[src/rtl/apb_slave_responder29.sv]
// APB completer with a word-addressed register file, fixed wait-state insertion,
// PSLVERR on bad accesses, a level interrupt from the last register and a sticky protocol-error flag.
module apb_slave_responder29 #(
  parameter int unsigned PADDR_WIDTH29  = 32,
  parameter int unsigned PWDATA_WIDTH29 = 32,
  parameter int unsigned PRDATA_WIDTH29 = 32,
  parameter int unsigned PSEL_INDEX     = 0,
  parameter logic [31:0] BASE_ADDR      = 32'h0,
  parameter int unsigned NUM_REGS       = 16,
  parameter int unsigned WAIT_STATES    = 1,
  parameter logic [31:0] ID_VALUE       = 32'hA9B0_0029
) (
  input  logic                      pclock29,
  input  logic                      preset29,
  input  logic [PADDR_WIDTH29-1:0]  paddr29,
  input  logic                      prwd29,
  input  logic [PWDATA_WIDTH29-1:0] pwdata29,
  input  logic [15:0]               psel29,
  input  logic                      penable29,
  output logic [PRDATA_WIDTH29-1:0] prdata29,
  output logic                      pready29,
  output logic                      pslverr29,
  output logic                      ua_int29,
  output logic                      prot_err
);

  localparam int unsigned IW = (NUM_REGS > 1) ? $clog2(NUM_REGS) : 1;
  localparam logic [PADDR_WIDTH29-1:0]  BASE = PADDR_WIDTH29'(BASE_ADDR);
  localparam logic [PRDATA_WIDTH29-1:0] ID   = PRDATA_WIDTH29'(ID_VALUE);

  localparam logic [1:0] ST_IDLE   = 2'd0;
  localparam logic [1:0] ST_SETUP  = 2'd1;
  localparam logic [1:0] ST_ACCESS = 2'd2;

  logic [1:0]                state_q, state_d;
  logic [3:0]                wcnt_q, wcnt_d;
  logic [PADDR_WIDTH29-1:0]  addr_q, addr_d;
  logic                      write_q, write_d;
  logic [PWDATA_WIDTH29-1:0] wdata_q, wdata_d;
  logic [PRDATA_WIDTH29-1:0] prdata_q, prdata_d;
  logic                      pready_q, pready_d;
  logic                      pslverr_q, pslverr_d;
  logic                      ua_int_q, ua_int_d;
  logic                      prot_err_q, prot_err_d;
  logic [PWDATA_WIDTH29-1:0] regs_q [NUM_REGS];
  logic [PWDATA_WIDTH29-1:0] regs_d [NUM_REGS];

  logic                      sel;
  logic [PADDR_WIDTH29-1:0]  off;
  logic [IW-1:0]             idx;
  logic                      acc_err;
  logic [PRDATA_WIDTH29-1:0] rd_data;
  logic [PRDATA_WIDTH29-1:0] resp_data;
  logic                      unused_psel;

  assign sel         = psel29[PSEL_INDEX];
  assign unused_psel = ^psel29;

  // Decode runs on the latched address so the response is stable through the wait states.
  always_comb begin
    off     = addr_q - BASE;
    idx     = off[IW+1:2];
    acc_err = (addr_q < BASE) || (off[1:0] != 2'b00) ||
              ((off >> 2) >= PADDR_WIDTH29'(NUM_REGS)) ||
              (write_q && ((off >> 2) == '0));
    rd_data   = (idx == '0) ? ID : regs_q[idx];
    resp_data = (acc_err || write_q) ? '0 : rd_data;
  end

  always_comb begin
    state_d    = state_q;
    wcnt_d     = wcnt_q;
    addr_d     = addr_q;
    write_d    = write_q;
    wdata_d    = wdata_q;
    prdata_d   = '0;
    pready_d   = 1'b0;
    pslverr_d  = 1'b0;
    prot_err_d = prot_err_q;
    regs_d     = regs_q;

    case (state_q)
      ST_IDLE: begin
        if (sel && !penable29) begin
          state_d = ST_SETUP;
          addr_d  = paddr29;
          write_d = prwd29;
          wdata_d = pwdata29;
          wcnt_d  = 4'(WAIT_STATES);
        end else if (sel && penable29) begin
          prot_err_d = 1'b1;
        end
      end
      ST_SETUP: begin
        state_d = ST_ACCESS;
        if (wcnt_q == '0) begin
          pready_d  = 1'b1;
          pslverr_d = acc_err;
          prdata_d  = resp_data;
        end
      end
      ST_ACCESS: begin
        if (pready_q) begin
          state_d = ST_IDLE;
          if (write_q && !acc_err) regs_d[idx] = wdata_q;
        end else if (!sel || !penable29 || (paddr29 != addr_q) || (prwd29 != write_q)) begin
          prot_err_d = 1'b1;
          state_d    = ST_IDLE;
        end else begin
          wcnt_d = wcnt_q - 4'd1;
          if (wcnt_q == 4'd1) begin
            pready_d  = 1'b1;
            pslverr_d = acc_err;
            prdata_d  = resp_data;
          end
        end
      end
      default: state_d = ST_IDLE;
    endcase

    // Taken from the next-state array so the interrupt tracks a write in the cycle right after it commits.
    ua_int_d = |regs_d[NUM_REGS-1];
  end

  always_ff @(posedge pclock29) begin
    if (preset29) begin
      state_q    <= ST_IDLE;
      wcnt_q     <= '0;
      addr_q     <= '0;
      write_q    <= 1'b0;
      wdata_q    <= '0;
      prdata_q   <= '0;
      pready_q   <= 1'b0;
      pslverr_q  <= 1'b0;
      ua_int_q   <= 1'b0;
      prot_err_q <= 1'b0;
      for (int unsigned i = 0; i < NUM_REGS; i++) regs_q[i] <= '0;
    end else begin
      state_q    <= state_d;
      wcnt_q     <= wcnt_d;
      addr_q     <= addr_d;
      write_q    <= write_d;
      wdata_q    <= wdata_d;
      prdata_q   <= prdata_d;
      pready_q   <= pready_d;
      pslverr_q  <= pslverr_d;
      ua_int_q   <= ua_int_d;
      prot_err_q <= prot_err_d;
      regs_q     <= regs_d;
    end
  end

  assign prdata29  = prdata_q;
  assign pready29  = pready_q;
  assign pslverr29 = pslverr_q;
  assign ua_int29  = ua_int_q;
  assign prot_err  = prot_err_q;

endmodule

[config.mk]
export PLATFORM = sky130hd
export DESIGN_NAME = apb_slave_responder29
export DESIGN_NICKNAME = d
export VERILOG_FILES = /design/src/rtl/apb_slave_responder29.sv
export SDC_FILE = /design/constraint.sdc
export NUM_CORES = 1
export LEC_CHECK = 0
export CORE_ASPECT_RATIO = 1.4
export CORE_MARGIN = 5
export CORE_UTILIZATION = 40
export DETAILED_ROUTE_END_ITERATION = 7
export DONT_BUFFER_PORTS = 1
export PLACE_DENSITY = 0.56
export SYNTH_ARGS = -nofsm -noshare
export SYNTH_HDL_FRONTEND = slang
export SYNTH_SLANG_ARGS = --single-unit
[constraint.sdc]
create_clock -name pclock29 -period 7.09 [get_ports pclock29]
set_input_delay 1.418 -clock pclock29 [delete_from_list [all_inputs] [get_ports pclock29]]
set_output_delay 1.418 -clock pclock29 [all_outputs]
set_load 0.01 [all_outputs]
==> metrics.yaml, run 1 <==
cells_and_area:
  antenna_cells: 0
  nets: 2878
  drive_gt1_frac: 0.1139
  syn2layout_area_growth_pct: 9.159
  fillers: 6122
route:
  num_vias: 20880
  wl_per_cell_um: 22.30
  viasPerCell: 5.678
  postRouteAntennaNets: 0
  drc: 0
  dr.pass1.iters: 6
  drt_iter0_markers: 2363
  wirelength_mm: 81.99
logic_synthesis:
  synth_area_um2: 25670
  synth_fa_ha_area_frac: 0.002437
  synthFlopType: "dfxtp_1"
  syn_area_per_cell_um2: 8.637
  seq_area_frac_synth: 0.4773
  yosysTopAreaCell: "dfxtp_1"
  synthMuxAreaShare: 0.1370
  ys_types: 45
  yosys.area_share.simple: 0.2117
  synth_compound_area_frac: 0.1127
  yosysTopAreaCellShare: 0.4773
  async_flop_share: 0
  synth_nets: 3061
  synth-edff-count: 0
  yosys-top-cells-area: "dfxtp_1, nand2_1, mux4_2"
  synth_top_family_by_area: "simple AND/OR/NAND/NOR gates"
  synthTopCellsByCount: "nand2_1, dfxtp_1, a21oi_1, clkbuf_1, mux4_2"
  synth_xor_area_frac: 0.01126
  yosysMostFrequentCell: "nand2_1"
  synthCells: 2972
  synth_seq_cells: 612
  ys_warn_count: 0
setup_path:
  path_class: "reg -> reg"
  reg2reg_depth: 7
  crit_required_ps: 7500
  cp.arrival_ps: 4460
  path_max_fanout: 41
  r2r_start: "addr_q[2]$_SDFFE_PP0P_"
  cp-start-kind: "flop"
  crit_path_end_kind: "flop"
  rrSetupSlack_ps: 3030
  r2r_end: "regs_q[267]$_SDFFE_PP0P_"
clock_network:
  cts_root_buf: "clkbuf_16"
  post_cts_buffers: 0
  clock_path_buffers: 3
  cts_hold_buf: 0
  cts_tree: "yes"
  post_cts_resized: 0
  numCtsBuffers: 58
  cts.sinks: 612
  cts.clk_slew.worst_paths_ps: 70
  clock_latency_ps: 620
  cts.htree.levels: 2
sta:
  finalCriticalPeriod_ps: 4057
  final-hold-violation-count: 0
  fmax_mhz: 246.5
  rsz0062_at_grt: "false"
  slew-limit-headroom: -0.2228
  holdWs_ps: 448.0
  tns_ps: 0
  setup_viol: 0
  fin_skew_ps: 17.07
  tightest_slew_ps: 1834
  drv_slew: 186
  period_share: 0.5722
global_routing:
  grt_use_total: 0.2299
  grt_pass1_wl_mm: 124.6
  grt_overflow: 0
  grt_max_degree: 580
  antenna_found_initial: 0
  grt_pass1_vias: 20530
power_and_ir_drop:
  p_leak_nw: 8.738
  cellInternalPower_mw: 5.479
  power_frac_seq: 0.501
  p_clk_frac: 0.465
  p_per_area_nw_per_um2: 252.4
  p_sw_mw: 1.593
  power.total_mw: 7.072
  vdd_drop_max_uv: 197.5
  p_sw_frac: 0.2252
  pwr-share-comb: 0.034
hold_path:
  min_to: "regs_q[58]$_SDFFE_PP0P_"
  holdPathStages: 2
  holdCritPathClass: "reg -> reg"
  hold_start: "regs_q[58]$_SDFFE_PP0P_"
placement:
  hpwl_mm: 47.07
  gp_congestion: 0.7921
  io_buffers: 0
run_status:
  violations: "slew limit"
  status: "complete, but fails checks"
floorplanning:
  dieHeight_um: 309.7
  core_um2: 64000
  io_pins: 120
  start_util: 0.4011
  fp-row-count: 110
  dieArea_um2: 69410
  die_w_um: 224.1
job:
  maxCapViolations: 0
## final cells by class
cell class,instances,area [um2],share of cell area
clock buffers,88,1798,0.06417
clock inverters,20,234.0,0.008350
flip-flops and latches,612,12260,0.4376
repair buffers,44,355.3,0.01268
well taps,840,1051,0.03751
inverters,7,26.28,0.0009377
multi-input cells,2066,12290,0.4388
## registers in the layout, indices dropped and copies added, names as in the netlist
signal and flops:
wdata_q 32, state_q 2, ua_int29 1, prdata29 32, pslverr29 1, prot_err 1
regs_q 505, wcnt_q 4, pready29 1, addr_q 32, write_q 1
## logic make-up (layout without fill, tap and decap cells)
logic type / count (synthesis) / in the layout
DFF: 612 / 612
adders and majority gates: 5 / 5
AOI/OAI and AO/OA: 571 / 571
and+or+nand+nor: 1297 / 1297
muxes: 160 / 160
buffers and inverters: 294 / 159
xor gates and xnor gates: 33 / 33
## worst max-delay path, cell delays in order (launching register included)
cell	delay, ps
dfxtp_4	910
nor4_1	210
o21ai_1	130
nor3b_2	680
nand4_1	1060
buf_4	630
nand2_1	140
a21oi_1	70
## stage by stage
stage / instances / utilization / cell area, um2 / setup slack, ps
after floorplan: 2972 / - / 25670 / 3974
after global placement: 3569 / 0.4061 / 25990 / 3088
after detailed placement: 3569 / 0.4061 / 25990 / 3095
after CTS: 3677 / 0.4378 / 28020 / 3059
after global routing: 3677 / 0.4378 / 28020 / 2818
final: 3677 / 0.4378 / 28020 / 3033
## worst max path at each step
stage | start | to | depth (start not counted)
finish | addr_q[2]$_SDFFE_PP0P_ | regs_q[267]$_SDFFE_PP0P_ | 7
global route | addr_q[2]$_SDFFE_PP0P_ | regs_q[473]$_SDFFE_PP0P_ | 7
CTS | addr_q[2]$_SDFFE_PP0P_ | regs_q[469]$_SDFFE_PP0P_ | 7
detailed placement | addr_q[2]$_SDFFE_PP0P_ | regs_q[462]$_SDFFE_PP0P_ | 7
global placement | addr_q[2]$_SDFFE_PP0P_ | regs_q[473]$_SDFFE_PP0P_ | 7
floorplan | paddr29[24] | wcnt_q[3]$_SDFFE_PP0P_ | 6
## metal layers
metal  global-route usage  share of wire
met5                    0              0
met4              0.08039          0.034
met1               0.2936           0.40
met3              0.03776          0.078
met2               0.3962           0.49
## power by group through the flow
stage	combinational [mW]	sequential (mW)	clock, mW
after floorplan	0.268	3.55	0
after global placement	0.241	3.62	0
after detailed placement	0.244	3.62	0
after CTS	0.244	3.54	3.35
after global routing	0.262	3.55	3.48
final	0.242	3.54	3.29
## cell usage in the layout, fill, tap and decap left out, types with 2 or more instances in the layout
master | netlist | routed
nand3_1 | 7 | 7
a31oi_1 | 2 | 2
ha_1 | 5 | 5
or2_2 | 3 | 3
clkinvlp_4 | 0 | 2
nor4_1 | 33 | 33
and3_1 | 3 | 3
a21oi_1 | 554 | 554
nand4_1 | 24 | 24
nor3b_1 | 23 | 22
bufinv_16 | 0 | 5
nor4_4 | 5 | 11
inv_1 | 7 | 7
clkbuf_8 | 0 | 17
buf_12 | 0 | 2
dfxtp_4 | 0 | 2
nor3_1 | 5 | 5
nand2_1 | 1108 | 1107
dfxtp_2 | 0 | 2
nor2b_1 | 31 | 31
nand2b_1 | 5 | 5
a221o_1 | 2 | 2
xnor2_1 | 16 | 16
clkinv_2 | 0 | 12
and2_1 | 2 | 2
buf_4 | 0 | 42
nor2_4 | 0 | 2
xor2_1 | 17 | 17
clkbuf_1 | 201 | 10
mux4_2 | 153 | 153
nor2_1 | 28 | 26
clkbuf_16 | 0 | 61
mux2i_1 | 7 | 7
o21ai_0 | 6 | 6
dfxtp_1 | 612 | 608
or4_1 | 4 | 4
nor3_4 | 0 | 3
(Power assumes the default switching activity.)
==> run 2: changes to the inputs <==
--- a/config.mk
+++ b/config.mk
@@ -10,7 +10,7 @@
 export CORE_UTILIZATION = 40
 export DETAILED_ROUTE_END_ITERATION = 7
 export DONT_BUFFER_PORTS = 1
-export PLACE_DENSITY = 0.56
+export PLACE_DENSITY = 0.58
 export SYNTH_ARGS = -nofsm -noshare
 export SYNTH_HDL_FRONTEND = slang
 export SYNTH_SLANG_ARGS = --single-unit
==> constraint.sdc (replaced) <==
create_clock -name pclock29 -period 3.3 [get_ports pclock29]
set_input_delay 0.66 -clock pclock29 [delete_from_list [all_inputs] [get_ports pclock29]]
set_output_delay 0.66 -clock pclock29 [all_outputs]
set_load 0.01 [all_outputs]
==> run 2 against run 1 <==
Combinational power increased by 140%; hold slack got worse by 320 ps; non-clock buffer count increased by 20; critical endpoint is now regs_q[339]$_SDFFE_PP0P_; sequential power increased by 110%; cell area increased by 1.0%; sequential cell count unchanged; the flow still finishes with violations (slew limit); worst setup slack got worse by 2900 ps; maximum frequency increased by 30%; critical path type unchanged; clock skew increased by 4.6 ps; utilization increased by 0.44 points; first-iteration DRC count increased by 5.9%.
==> metrics.yaml, run 2 (synthesized netlist as in run 1, its figures left out) <==
setup_path:
  cp-start-kind: "flop"
  crit_required_ps: 3810  # -3690 ps
  crit_path_end_kind: "flop"
  path_class: "reg -> reg"
  crit_slowest_cell: "or3b_1"
  cp.arrival_ps: 3630  # -830 ps
  rrSetupSlack_ps: 180  # -2860 ps
  cpMostUsedCell: "buf_4"
  cp_cell_sequence: "nor4_1 > nand4_1 > or3b_1 > buf_4 > nor4_4 > buf_4 > nand2_1 > a21oi_1"
  slowest_delay_ps: 630  # -430 ps
  path_max_fanout: 22  # -46%
cells_and_area:
  layout_commonest_cell: "nand2_1"
  largest_reg_flops: 505  # unchanged
  layout_common_cells: "nand2_1, dfxtp_1, a21oi_1, mux4_2, clkbuf_16"
  syn2layout_area_growth_pct: 10.25
  antenna_cells: 0  # unchanged
  top_register: "regs_q"
  drive_gt1_frac: 0.1198  # +0.005937
  nets: 2899  # +0.73%
  stdcell_count: 3695  # +0.49%
clock_network:
  post_cts_buffers: 0  # unchanged
  post_cts_resized: 0  # unchanged
  cts.sinks: 612  # unchanged
  cts.clk_slew.worst_paths_ps: 60  # about the same
  cts_hold_buf: 0  # unchanged
  numCtsBuffers: 59  # +1.7%
  cts_root_buf: "clkbuf_16"
  cts_tree: "yes"
  clock_path_buffers: 3  # unchanged
  cts.htree.levels: 2  # unchanged
  clock_latency_ps: 620  # about the same
floorplanning:
  core_um2: 64000  # unchanged
  fp-row-count: 110  # unchanged
  io_pins: 120  # unchanged
  dieHeight_um: 309.7  # unchanged
  dieArea_um2: 69410  # unchanged
  die_w_um: 224.1  # unchanged
  start_util: 0.4011  # unchanged
sta:
  tightest_slew_ps: 1562  # -271.8 ps
  slew-limit-headroom: -0.04159  # +0.1812
  period_share: 0.9468  # +0.3746
  drv_slew: 84  # -55%
  finalCriticalPeriod_ps: 3124  # -932.4 ps
  holdWs_ps: 131.4  # -316.6 ps
  setup_viol: 0  # unchanged
  tns_ps: 0  # unchanged
  final-hold-violation-count: 0  # unchanged
  fin_skew_ps: 21.72  # +4.645 ps
  rsz0062_at_grt: "false"
  fmax_mhz: 320.1  # +30%
global_routing:
  grt_pass1_vias: 20380  # -0.76%
  grt_max_degree: 580  # unchanged
  grt_use_total: 0.2305  # +0.0006645
  grt_overflow: 0  # unchanged
  antenna_found_initial: 0  # unchanged
  grt_pass1_wl_mm: 124.5  # about the same
power_and_ir_drop:
  power.total_mw: 15.28  # +120%
  p_sw_frac: 0.2251  # about the same
  cellInternalPower_mw: 11.84  # +120%
  p_leak_nw: 8.852  # +1.3%
  p_clk_frac: 0.467  # +0.002
  vdd_drop_max_uv: 597.1  # +200%
  p_sw_mw: 3.438  # +120%
  pwr-share-comb: 0.037  # +0.003
  p_per_area_nw_per_um2: 539.8  # +110%
  power_frac_seq: 0.496  # -0.005
placement:
  hpwl_mm: 47.63  # +1.2%
  gp_congestion: 0.8130  # +2.6%
  io_buffers: 0  # unchanged
  dp.cells: 3589  # +0.56%
route:
  drt_iter0_markers: 2503  # +5.9%
  viasPerCell: 5.681  # about the same
  num_vias: 20990  # +0.56%
  wl_per_cell_um: 22.33  # +0.15%
  dr.pass1.iters: 5  # -1
  wirelength_mm: 82.52  # +0.64%
  drc: 0  # unchanged
  postRouteAntennaNets: 0  # unchanged
job:
  maxCapViolations: 0  # unchanged
run_status:
  violations: "slew limit"
  status: "complete, but fails checks"
hold_path:
  holdCritPathClass: "in -> reg"
==> run 2: cell types whose count changed in the layout (fill, tap and decap cells not counted), sizes merged <==
cell and delta:
buf +20, bufinv +3, clkbuf -7, clkinv -3
clkinvlp +4, inv +1
==> run 2: per-layer routing <==
| metal | global-route usage | vias to the layer above | wire, um |
|---|---|---|---|
| met1 | 0.2936 | 10350 | 32480 |
| li1 | - | 9656 | - |
| met3 | 0.03833 | 148 | 6313 |
| met5 | 0 | - | 0 |
| met2 | 0.4010 | 839 | 41160 |
| met4 | 0.07440 | 0 | 2556 |
==> run 2: worst paths after layout <==
kind | startpoint | to | depth (start not counted)
max | addr_q[24]$_SDFFE_PP0P_ | regs_q[339]$_SDFFE_PP0P_ | 8
min | preset29 | wdata_q[11]$_SDFFE_PP0P_ | 1
max reg2reg | addr_q[24]$_SDFFE_PP0P_ | regs_q[339]$_SDFFE_PP0P_ | 8
min reg2reg | regs_q[398]$_SDFFE_PP0P_ | regs_q[398]$_SDFFE_PP0P_ | 2
==> run 2: power groups by stage <==
| stage | logic [mW] | registers (mW) | clock network, mW |
|---|---|---|---|
| after global routing | 0.615 | 7.58 | 7.57 |
| after detailed placement | 0.573 | 7.74 | 0 |
| final | 0.569 | 7.58 | 7.13 |
| after floorplan | 0.576 | 7.62 | 0 |
| after CTS | 0.574 | 7.57 | 7.29 |
| after global placement | 0.571 | 7.73 | 0 |
==> run 2: through the flow <==
stage               utilization  instance area (um2)  worst slack (ps)
finish                   0.4422                28300             175.5
global route             0.4422                28300             126.5
CTS                      0.4422                28300             281.7
detailed placement       0.4104                26260             297.1
global placement         0.4104                26260             346.7
floorplan                     -                25670             906.1
==> run 2: final cells by class <==
| cell class | instances | area [um2] |
|---|---|---|
| clock inverters | 25 | 347.8 |
| repair buffers | 64 | 630.6 |
| well taps | 840 | 1051 |
| flip-flops and latches | 612 | 12260 |
| fillers | 6106 | 35700 |
| clock buffers | 81 | 1689 |
| multi-input cells | 2066 | 12290 |
| inverters | 7 | 26.28 |
==> run 2: critical path, delay by kind of cell, from the launching register on <==
kind | cells | cell delay, ps
buffers and inverters | 2 | 700
DFF | 1 | 340
and+or+nand+nor | 5 | 1760
AOI/OAI and AO/OA | 1 | 180
